File: src/rtl/mem_port_arbiter_if.sv
// Pipeline-side request/response and memory-side req/ack bundle for mem_port_arbiter.
// Perf counter outputs exist only when MEM_ARB_PERF_EN is defined.
interface mem_port_arbiter_if #(
    parameter int ADDR_W = 32,
    parameter int DATA_W = 32
);
    logic              if_req;
    logic [ADDR_W-1:0] if_addr;
    logic              if_flush;
    logic [DATA_W-1:0] if_rdata;
    logic              if_done;
    logic              d_req;
    logic              d_we;
    logic [ADDR_W-1:0] d_addr;
    logic [DATA_W-1:0] d_wdata;
    logic [DATA_W-1:0] d_rdata;
    logic              d_done;
    logic              stall;
    logic              mem_req;
    logic              mem_we;
    logic [ADDR_W-1:0] mem_addr;
    logic [DATA_W-1:0] mem_wdata;
    logic [DATA_W-1:0] mem_rdata;
    logic              mem_ack;
`ifdef MEM_ARB_PERF_EN
    logic [31:0]       perf_stall_cycles;
    logic [31:0]       perf_if_discards;
`endif

    modport master (
        input  if_req, if_addr, if_flush, d_req, d_we, d_addr, d_wdata, mem_rdata, mem_ack,
        output if_rdata, if_done, d_rdata, d_done, stall, mem_req, mem_we, mem_addr, mem_wdata
`ifdef MEM_ARB_PERF_EN
        , output perf_stall_cycles, perf_if_discards
`endif
    );

    modport slave (
        output if_req, if_addr, if_flush, d_req, d_we, d_addr, d_wdata, mem_rdata, mem_ack,
        input  if_rdata, if_done, d_rdata, d_done, stall, mem_req, mem_we, mem_addr, mem_wdata
`ifdef MEM_ARB_PERF_EN
        , input perf_stall_cycles, perf_if_discards
`endif
    );
endinterface

File: src/rtl/mem_port_arbiter.sv
// Shares one req/ack memory port between IF fetch and MEM load/store, data first.
// Define MEM_ARB_PERF_EN to add saturating stall-cycle and discarded-fetch counters.
module mem_port_arbiter #(
    parameter int ADDR_W = 32,
    parameter int DATA_W = 32
) (
    input  logic                clk,
    input  logic                reset_n,
    mem_port_arbiter_if.master  bus
);
    typedef enum logic [1:0] {IDLE, D_BUSY, I_BUSY, RESP} state_e;

    state_e            state_q;
    logic              mem_req_q, mem_we_q, if_done_q, d_done_q, discard_q;
    logic [ADDR_W-1:0] mem_addr_q;
    logic [DATA_W-1:0] mem_wdata_q, if_rdata_q, d_rdata_q;
    logic              stall;

    always_ff @(posedge clk or negedge reset_n) begin
        if (!reset_n) begin
            state_q     <= IDLE;
            mem_req_q   <= 1'b0;
            mem_we_q    <= 1'b0;
            mem_addr_q  <= '0;
            mem_wdata_q <= '0;
            if_rdata_q  <= '0;
            d_rdata_q   <= '0;
            if_done_q   <= 1'b0;
            d_done_q    <= 1'b0;
            discard_q   <= 1'b0;
        end else begin
            if_done_q <= 1'b0;
            d_done_q  <= 1'b0;
            case (state_q)
                IDLE: begin
                    if (bus.d_req) begin
                        state_q     <= D_BUSY;
                        mem_req_q   <= 1'b1;
                        mem_we_q    <= bus.d_we;
                        mem_addr_q  <= bus.d_addr;
                        mem_wdata_q <= bus.d_wdata;
                    end else if (bus.if_req && !bus.if_flush) begin
                        state_q    <= I_BUSY;
                        mem_req_q  <= 1'b1;
                        mem_we_q   <= 1'b0;
                        mem_addr_q <= bus.if_addr;
                    end
                end
                D_BUSY: begin
                    if (bus.mem_ack) begin
                        state_q   <= RESP;
                        mem_req_q <= 1'b0;
                        d_done_q  <= 1'b1;
                        if (!mem_we_q) d_rdata_q <= bus.mem_rdata;
                    end
                end
                I_BUSY: begin
                    // The transaction always runs to completion; a flush only hides its result.
                    if (bus.if_flush) discard_q <= 1'b1;
                    if (bus.mem_ack) begin
                        state_q   <= RESP;
                        mem_req_q <= 1'b0;
                        if (!discard_q && !bus.if_flush) begin
                            if_rdata_q <= bus.mem_rdata;
                            if_done_q  <= 1'b1;
                        end
                    end
                end
                RESP: begin
                    state_q   <= IDLE;
                    discard_q <= 1'b0;
                end
                default: state_q <= IDLE;
            endcase
        end
    end

    // A discarded fetch raises no done, so its RESP cycle keeps the pipeline frozen.
    assign stall = (bus.d_req & ~d_done_q) | (bus.if_req & ~if_done_q) |
                   ((state_q != IDLE) & ~((state_q == RESP) & (d_done_q | if_done_q)));

    assign bus.stall     = stall;
    assign bus.mem_req   = mem_req_q;
    assign bus.mem_we    = mem_we_q;
    assign bus.mem_addr  = mem_addr_q;
    assign bus.mem_wdata = mem_wdata_q;
    assign bus.if_rdata  = if_rdata_q;
    assign bus.if_done   = if_done_q;
    assign bus.d_rdata   = d_rdata_q;
    assign bus.d_done    = d_done_q;

`ifdef MEM_ARB_PERF_EN
    logic [31:0] perf_stall_q, perf_stall_d;
    logic [31:0] perf_disc_q, perf_disc_d;

    always_comb begin
        perf_stall_d = perf_stall_q;
        perf_disc_d  = perf_disc_q;
        if (stall && (perf_stall_q != 32'hFFFF_FFFF))
            perf_stall_d = perf_stall_q + 32'd1;
        if ((state_q == RESP) && discard_q && (perf_disc_q != 32'hFFFF_FFFF))
            perf_disc_d = perf_disc_q + 32'd1;
    end

    always_ff @(posedge clk or negedge reset_n) begin
        if (!reset_n) begin
            perf_stall_q <= '0;
            perf_disc_q  <= '0;
        end else begin
            perf_stall_q <= perf_stall_d;
            perf_disc_q  <= perf_disc_d;
        end
    end

    assign bus.perf_stall_cycles = perf_stall_q;
    assign bus.perf_if_discards  = perf_disc_q;
`endif
endmodule

File: src/flat_wrapper.sv
// flat-port wrapper written by rule: the top's interface ports become plain ports
module mem_port_arbiter_flat 
#(
    parameter int ADDR_W = 32,
    parameter int DATA_W = 32
)
  (clk, reset_n, bus_if_req, bus_if_addr, bus_if_flush, bus_d_req, bus_d_we, bus_d_addr, bus_d_wdata, bus_mem_rdata, bus_mem_ack, bus_if_rdata, bus_if_done, bus_d_rdata, bus_d_done, bus_stall, bus_mem_req, bus_mem_we, bus_mem_addr, bus_mem_wdata);
  mem_port_arbiter_if #(.ADDR_W(ADDR_W), .DATA_W(DATA_W)) bus_i ();
  input  logic clk;
  input  logic reset_n;
  input wire logic [$bits(bus_i.if_req)-1:0] bus_if_req;
  input wire logic [$bits(bus_i.if_addr)-1:0] bus_if_addr;
  input wire logic [$bits(bus_i.if_flush)-1:0] bus_if_flush;
  input wire logic [$bits(bus_i.d_req)-1:0] bus_d_req;
  input wire logic [$bits(bus_i.d_we)-1:0] bus_d_we;
  input wire logic [$bits(bus_i.d_addr)-1:0] bus_d_addr;
  input wire logic [$bits(bus_i.d_wdata)-1:0] bus_d_wdata;
  input wire logic [$bits(bus_i.mem_rdata)-1:0] bus_mem_rdata;
  input wire logic [$bits(bus_i.mem_ack)-1:0] bus_mem_ack;
  output wire logic [$bits(bus_i.if_rdata)-1:0] bus_if_rdata;
  output wire logic [$bits(bus_i.if_done)-1:0] bus_if_done;
  output wire logic [$bits(bus_i.d_rdata)-1:0] bus_d_rdata;
  output wire logic [$bits(bus_i.d_done)-1:0] bus_d_done;
  output wire logic [$bits(bus_i.stall)-1:0] bus_stall;
  output wire logic [$bits(bus_i.mem_req)-1:0] bus_mem_req;
  output wire logic [$bits(bus_i.mem_we)-1:0] bus_mem_we;
  output wire logic [$bits(bus_i.mem_addr)-1:0] bus_mem_addr;
  output wire logic [$bits(bus_i.mem_wdata)-1:0] bus_mem_wdata;
  assign bus_i.if_req = bus_if_req;
  assign bus_i.if_addr = bus_if_addr;
  assign bus_i.if_flush = bus_if_flush;
  assign bus_i.d_req = bus_d_req;
  assign bus_i.d_we = bus_d_we;
  assign bus_i.d_addr = bus_d_addr;
  assign bus_i.d_wdata = bus_d_wdata;
  assign bus_i.mem_rdata = bus_mem_rdata;
  assign bus_i.mem_ack = bus_mem_ack;
  assign bus_if_rdata = bus_i.if_rdata;
  assign bus_if_done = bus_i.if_done;
  assign bus_d_rdata = bus_i.d_rdata;
  assign bus_d_done = bus_i.d_done;
  assign bus_stall = bus_i.stall;
  assign bus_mem_req = bus_i.mem_req;
  assign bus_mem_we = bus_i.mem_we;
  assign bus_mem_addr = bus_i.mem_addr;
  assign bus_mem_wdata = bus_i.mem_wdata;
  mem_port_arbiter #(.ADDR_W(ADDR_W), .DATA_W(DATA_W)) u_core (.clk(clk), .reset_n(reset_n), .bus(bus_i));
endmodule
File: config.mk
export PLATFORM = sky130hd
export DESIGN_NAME = mem_port_arbiter_flat
export DESIGN_NICKNAME = d
export VERILOG_FILES = /design/src/rtl/mem_port_arbiter_if.sv /design/src/rtl/mem_port_arbiter.sv /design/src/flat_wrapper.sv
export SDC_FILE = /design/constraint.sdc
export NUM_CORES = 1
export LEC_CHECK = 0
export CORE_MARGIN = 2
export CORE_UTILIZATION = 30
export CTS_BUF_LIST = sky130_fd_sc_hd__clkbuf_8 sky130_fd_sc_hd__clkbuf_16
export CTS_CLUSTER_SIZE = 24
export DETAILED_ROUTE_END_ITERATION = 10
export GPL_TIMING_DRIVEN = 0
export PLACE_DENSITY = 0.62
export SLEW_MARGIN = 20
export SYNTH_ARGS = -nofsm -noshare
export SYNTH_HDL_FRONTEND = slang
export SYNTH_SLANG_ARGS = --single-unit
File: constraint.sdc
create_clock -name clk -period 2.15 [get_ports clk]
set_input_delay 0.43 -clock clk [delete_from_list [all_inputs] [get_ports clk]]
set_output_delay 0.43 -clock clk [all_outputs]
set_load 0.01 [all_outputs]
== Word-level counts from Yosys, hierarchy flattened ==
Index checks and enable logic that the tools add are counted.
Storage, ports and cells
  register bits: 135
  input port bits: 135
  output and inout bits: 133
  word-level logic and storage cells: 63
Operators by class
  equal/unequal tests: 6
  muxes and demuxes: 19
  bitwise gates (word level): 11
  reduce and logical (&&, ||, !) cells: 17
Operators with widths (count)
  $mux W32: 2
  $mux W1: 11
  $reduce_and A3 Y1: 3
  $reduce_and A2 Y1: 4
  $reduce_bool A2 Y1: 4
  $mux W2: 3
  $pmux W2 S3: 1
  $and A1 B1 Y1: 4
  $eq A2 B2 Y1 const B: 2
  $not A1 Y1: 4
  $pmux W1 S2: 2
  $ne A3 B2 Y1 const B: 1
  $or A1 B1 Y1: 3
  $eq A2 B1 Y1 const B: 1
  $logic_and A1 B1 Y1: 2
  $logic_not A1 Y1: 2
  $logic_not A2 Y1: 1
  $ne A2 B1 Y1 const B: 1
  $ne A2 B2 Y1 const B: 1
  $reduce_or A2 Y1: 1

== Logic depth before layout (Yosys ltp) ==
  depth in word-level cells: 5
  depth in mapped cells: 6
  depth with buffers taken out: 5

== Worst setup path before layout ==
Ideal clock, no wire load.
  path type: reg-to-reg
  from: register u_core.state_q[0]
  to: register u_core.if_rdata_q[20], in the netlist u_core.bus.if_rdata[20]
  library setup time: 125 ps
  data arrival time: 1458 ps
  required time: 2025 ps
  slack: 567 ps
  cell stages (with the launch flop): 7
  path buffers: 2
  clock period less this slack: 1583 ps
  path through: dfrtp_1 inv_1 ha_1 and4bb_1 buf_6 buf_6 mux2_2
Between the ends
  longest elaborated chain between the ends: 2
Ends and longest elaborated chain
  start: declaration: line mem_port_arbiter.sv:13  | state_e state_q;
  start signal: assignment: line mem_port_arbiter.sv:21  | state_q <= IDLE;
  start signal: assignment: line mem_port_arbiter.sv:37  | state_q <= D_BUSY;
  start signal: assignment: line mem_port_arbiter.sv:43  | state_q <= I_BUSY;
  $eq A2 B2 Y1: line mem_port_arbiter.sv:34  | case (state_q)
  $reduce_and A3 Y1 (no line)
  end signal: assignment: line mem_port_arbiter.sv:64  | if_rdata_q <= bus.mem_rdata;
  end: declaration: line mem_port_arbiter.sv:16  | logic [DATA_W-1:0] mem_wdata_q, if_rdata_q, d_rdata_q;
No other way between the ends.
A chain may end at the register's enable or synchronous reset.

== Worst setup path in the final report ==
  from: register u_core.state_q[0]
  to: output port bus_stall
Between the ends
  longest elaborated chain between the ends: 5
  elaborated cells between the ends (all ways): 6
  those cells by class: 1 x eq/ne; 4 x bitwise; 1 x reduce/logical
Ends and longest elaborated chain
  $eq A2 B2 Y1: line mem_port_arbiter.sv:80  | ((state_q != IDLE) & ~((state_q == RESP) & (d_done_q | if_done_q)));
  $and A1 B1 Y1: line mem_port_arbiter.sv:80
  $not A1 Y1: line mem_port_arbiter.sv:80
  $and A1 B1 Y1 *: line mem_port_arbiter.sv:80
  $or A1 B1 Y1 *: line mem_port_arbiter.sv:79  | assign stall = (bus.d_req & ~d_done_q) | (bus.if_req & ~if_done_q) |
  end: declaration: line flat_wrapper.sv:24  | output wire logic [$bits(bus_i.stall)-1:0] bus_stall;
Mark *: on every way between the ends. The rest lies on a longest branch, timed or not.

==> results.cfg <==
[run_status]
outcome = finished clean

[global_routing]
grt_usage_pct = 14.7
grt_pass1_vias = 4429
grt_overflow = 0
grt_pass1_wl_microns = 22900
antenna_found_initial = 0
grt_max_degree = 75

[critical_path]
endpoint_kind = output pin
worstPathArrival_ns = 1.53
criticalPathCategory = register to output pin
start_kind = register
worstPathMaxFanout = 5
required_ns = 1.72

[sta]
slew-limit-headroom_pct = 68.1
timing.fmax_ghz = 0.509
hold_violations = 0
finalSetupTns_ns = 0
setup_viol = 0
worstMarginPinSlew_ns = 0.479
period_share_pct = 91.3
rsz0062_at_grt = false
drv_slew = 0
period_minus_slack_ns = 1.96
skew_ns = 0.00873

[cts]
clk_latency_ns = 0.41
root_buffer = clkbuf_16
path_clk_slew_ns = 0.06
htree_levels = 4
cts.sinks = 135
cts_buffer_depth = 2
cts_tree = yes
cts_buffers = 17

[placement]
port_buffers = 266
place_area_sq_um = 8650
hpwl_microns = 11000
place_congestion = 0.713
dp_cells = 848

[min_path]
min_path_type = input port to register

[synthesis]
synth-compound-area-share_pct = 1.28
yosysUniqueCellTypes = 24
synth_simple_gate_area_share_pct = 1.37
syn_inst = 347
ys_warn_count = 0
synth_xor_area_share_pct = 0
synth-seq-cells = 135
synth_top_family_by_area = multiplexers
syn_avg_cell_area_sq_um = 16.3
synth_area_sq_um = 5670
synth_fa_ha_area_share_pct = 1.10
muxShareOfSynthArea_pct = 33.2
synth-seq-area-share_pct = 59.6
syn_nets = 487

[job]
cap_violations = 0

[cells_and_area]
antenna_cells = 0
fillers = 1629
areaGrowthSynthToFinish_pct = 63.4
register_area_sq_um = 3380
instances_no_fill = 880
nNetsFinal = 774
drive_gt1_share_pct = 33.1
design_area_sq_um = 9260
multiInputGateArea_sq_um = 2090

[routing]
drt_iter0_markers = 58
wire_per_inst_microns = 16.4
drt-total-wl_microns = 14500
drtAntennaViolNets = 0
num_vias = 3931
drc = 0
first_pass_iters = 4
avgViaCountPerCell = 4.47

[floorplan]
coreArea_sq_um = 18600
die_w_microns = 141
io_pins = 268
die-area_sq_um = 20000
start_util_pct = 30.4
die_height_microns = 141
num_rows = 50

[power]
p_per_area_nw_per_um2 = 1440
p_leak_nw = 3.87
vdd_ir_drop_max_uv = 708
## cells in the mapped netlist
master | n | share of area (%)
buf_2 | 3 | 0.26
nand3b_1 | 1 | 0.13
o221ai_1 | 1 | 0.15
a21oi_1 | 2 | 0.18
mux2_1 | 1 | 0.20
mux2_2 | 149 | 30
a211oi_1 | 1 | 0.13
ha_1 | 5 | 1.1
nand2b_4 | 1 | 0.24
nand3_1 | 1 | 0.088
nand2b_1 | 2 | 0.22
inv_1 | 5 | 0.33
and4bb_1 | 1 | 0.22
nand2_1 | 2 | 0.13
inv_2 | 1 | 0.066
a21boi_4 | 1 | 0.33
o21ai_0 | 4 | 0.35
o21a_1 | 1 | 0.13
mux2i_1 | 1 | 0.18
dfrtp_1 | 135 | 60
buf_6 | 14 | 2.8
mux2_4 | 12 | 3.2
and2_1 | 1 | 0.11
nor2b_1 | 2 | 0.22
## critical path: stages, from the launching register on
cell and delay, ns:
dfrtp_1 0.40, inv_1 0.10, ha_1 0.27, o221ai_1 0.18, clkbuf_2 0.18
## sequential cells by signal, summed over array words and instances, names as in the netlist
name / flops
u_core.bus.mem_we: 1
u_core.bus.if_done: 1
u_core.bus.mem_req: 1
u_core.bus.if_rdata: 32
u_core.bus.mem_wdata: 32
u_core.state_q: 2
u_core.bus.mem_addr: 32
u_core.bus.d_done: 1
u_core.discard_q: 1
u_core.bus.d_rdata: 32
## cells by family (layout without fill, tap and decap cells)
group	after synthesis	after routing
AND/OR/NAND/NOR	11	11
flip-flops	135	135
adder cells (fa/ha/maj)	5	5
buffers and inverters	23	322
AO/OA/AOI/OAI	10	10
multiplexers	163	163
## final cells by class
| class | instances | area share [%] |
|---|---|---|
| clock buffers | 17 | 4.60 |
| inverters | 6 | 0.243 |
| multi-input cells | 189 | 22.6 |
| repair buffers | 268 | 29.2 |
| clock inverters | 14 | 1.88 |
| flip-flops and latches | 135 | 36.5 |
| plain buffers | 17 | 1.87 |
| well taps | 234 | 3.16 |
## where the power goes
group	internal [W]	switching (W)	leakage (nW)
registers	0.00383	0.000647	1.61
logic	0.00378	0.00212	1.96
clock network	0.00183	0.00113	0.299
total	0.00944	0.00389	3.87
## path summary, 6_finish.rpt
check,startpoint,endpoint,slack [ns],depth (start not counted)
worst min-delay path,bus_d_req,u_core.bus.mem_addr[2],0.48,3
worst max-delay path,u_core.state_q[0],bus_stall,0.19,4
max in group asynchronous,reset_n,u_core.bus.mem_wdata[26],0.87,3
worst min register to register,u_core.bus.mem_addr[2],u_core.bus.mem_addr[2],0.50,1
worst max register to register,u_core.state_q[0],u_core.bus.mem_wdata[3],0.34,5
min in group asynchronous,reset_n,u_core.bus.d_rdata[10],0.54,2
## per-layer routing
metal | up-vias | track usage [%] | wire length [microns]
met2 | 176 | 25.0 | 7120
met5 | - | 0 | 0
met3 | 14 | 7.09 | 1590
met4 | 0 | 4.74 | 195
li1 | 1813 | - | -
met1 | 1928 | 16.3 | 5550
## repair_timing
item	in CTS	in global routing
hold endpoints to repair	61	0
endpoints found under the setup margin	1	1
gates resized for setup	1	3
buffers inserted	0	0
hold buffers	1	0
pin swaps	0	0
## layout by cell type (no fill, tap or decap)
| cell type | netlist | routed |
|---|---|---|
| clkdlybuf4s50_1 | 0 | 264 |
| mux2_2 | 149 | 149 |
| dfrtp_1 | 135 | 135 |
| clkbuf_16 | 0 | 17 |
| buf_6 | 14 | 14 |
| mux2_4 | 12 | 12 |
| inv_1 | 5 | 6 |
| ha_1 | 5 | 5 |
| clkinv_4 | 0 | 5 |
| o21ai_0 | 4 | 4 |
| buf_2 | 3 | 3 |
| bufinv_16 | 0 | 3 |
| inv_6 | 0 | 3 |
| nand2b_1 | 2 | 2 |
| nand2_1 | 2 | 2 |
| nor2b_1 | 2 | 2 |
| a21oi_1 | 2 | 2 |
| clkinv_2 | 0 | 2 |
| inv_2 | 1 | 1 |
| o21a_1 | 1 | 1 |
| o221ai_1 | 1 | 1 |
| and2_1 | 1 | 1 |
| and4bb_1 | 1 | 1 |
| nand2b_4 | 1 | 1 |
| a21boi_4 | 1 | 1 |
| mux2_1 | 1 | 1 |
| a211oi_1 | 1 | 1 |
| mux2i_1 | 1 | 1 |
| nand3_1 | 1 | 1 |
| nand3b_1 | 1 | 1 |
| dlygate4sd3_1 | 0 | 1 |
| buf_8 | 0 | 1 |
| buf_16 | 0 | 1 |
| clkbuf_2 | 0 | 1 |
## stage by stage
stage / worst slack, ns / util [%] / hold slack, ns / total power (W)
6_report: 0.186 / 49.7 / 0.479 / 0.0133
3_3_place_gp: -4.68 / 46.2 / 0.474 / 0.0104
3_5_place_dp: 0.00730 / 46.4 / 0.408 / 0.0105
5_1_grt: 0.0631 / 49.7 / 0.484 / 0.0141
2_1_floorplan: 0.567 / - / 0.134 / 0.00710
4_1_cts: 0.0229 / 49.7 / 0.461 / 0.0135
No activity file was read; power rests on OpenSTA's default activity.
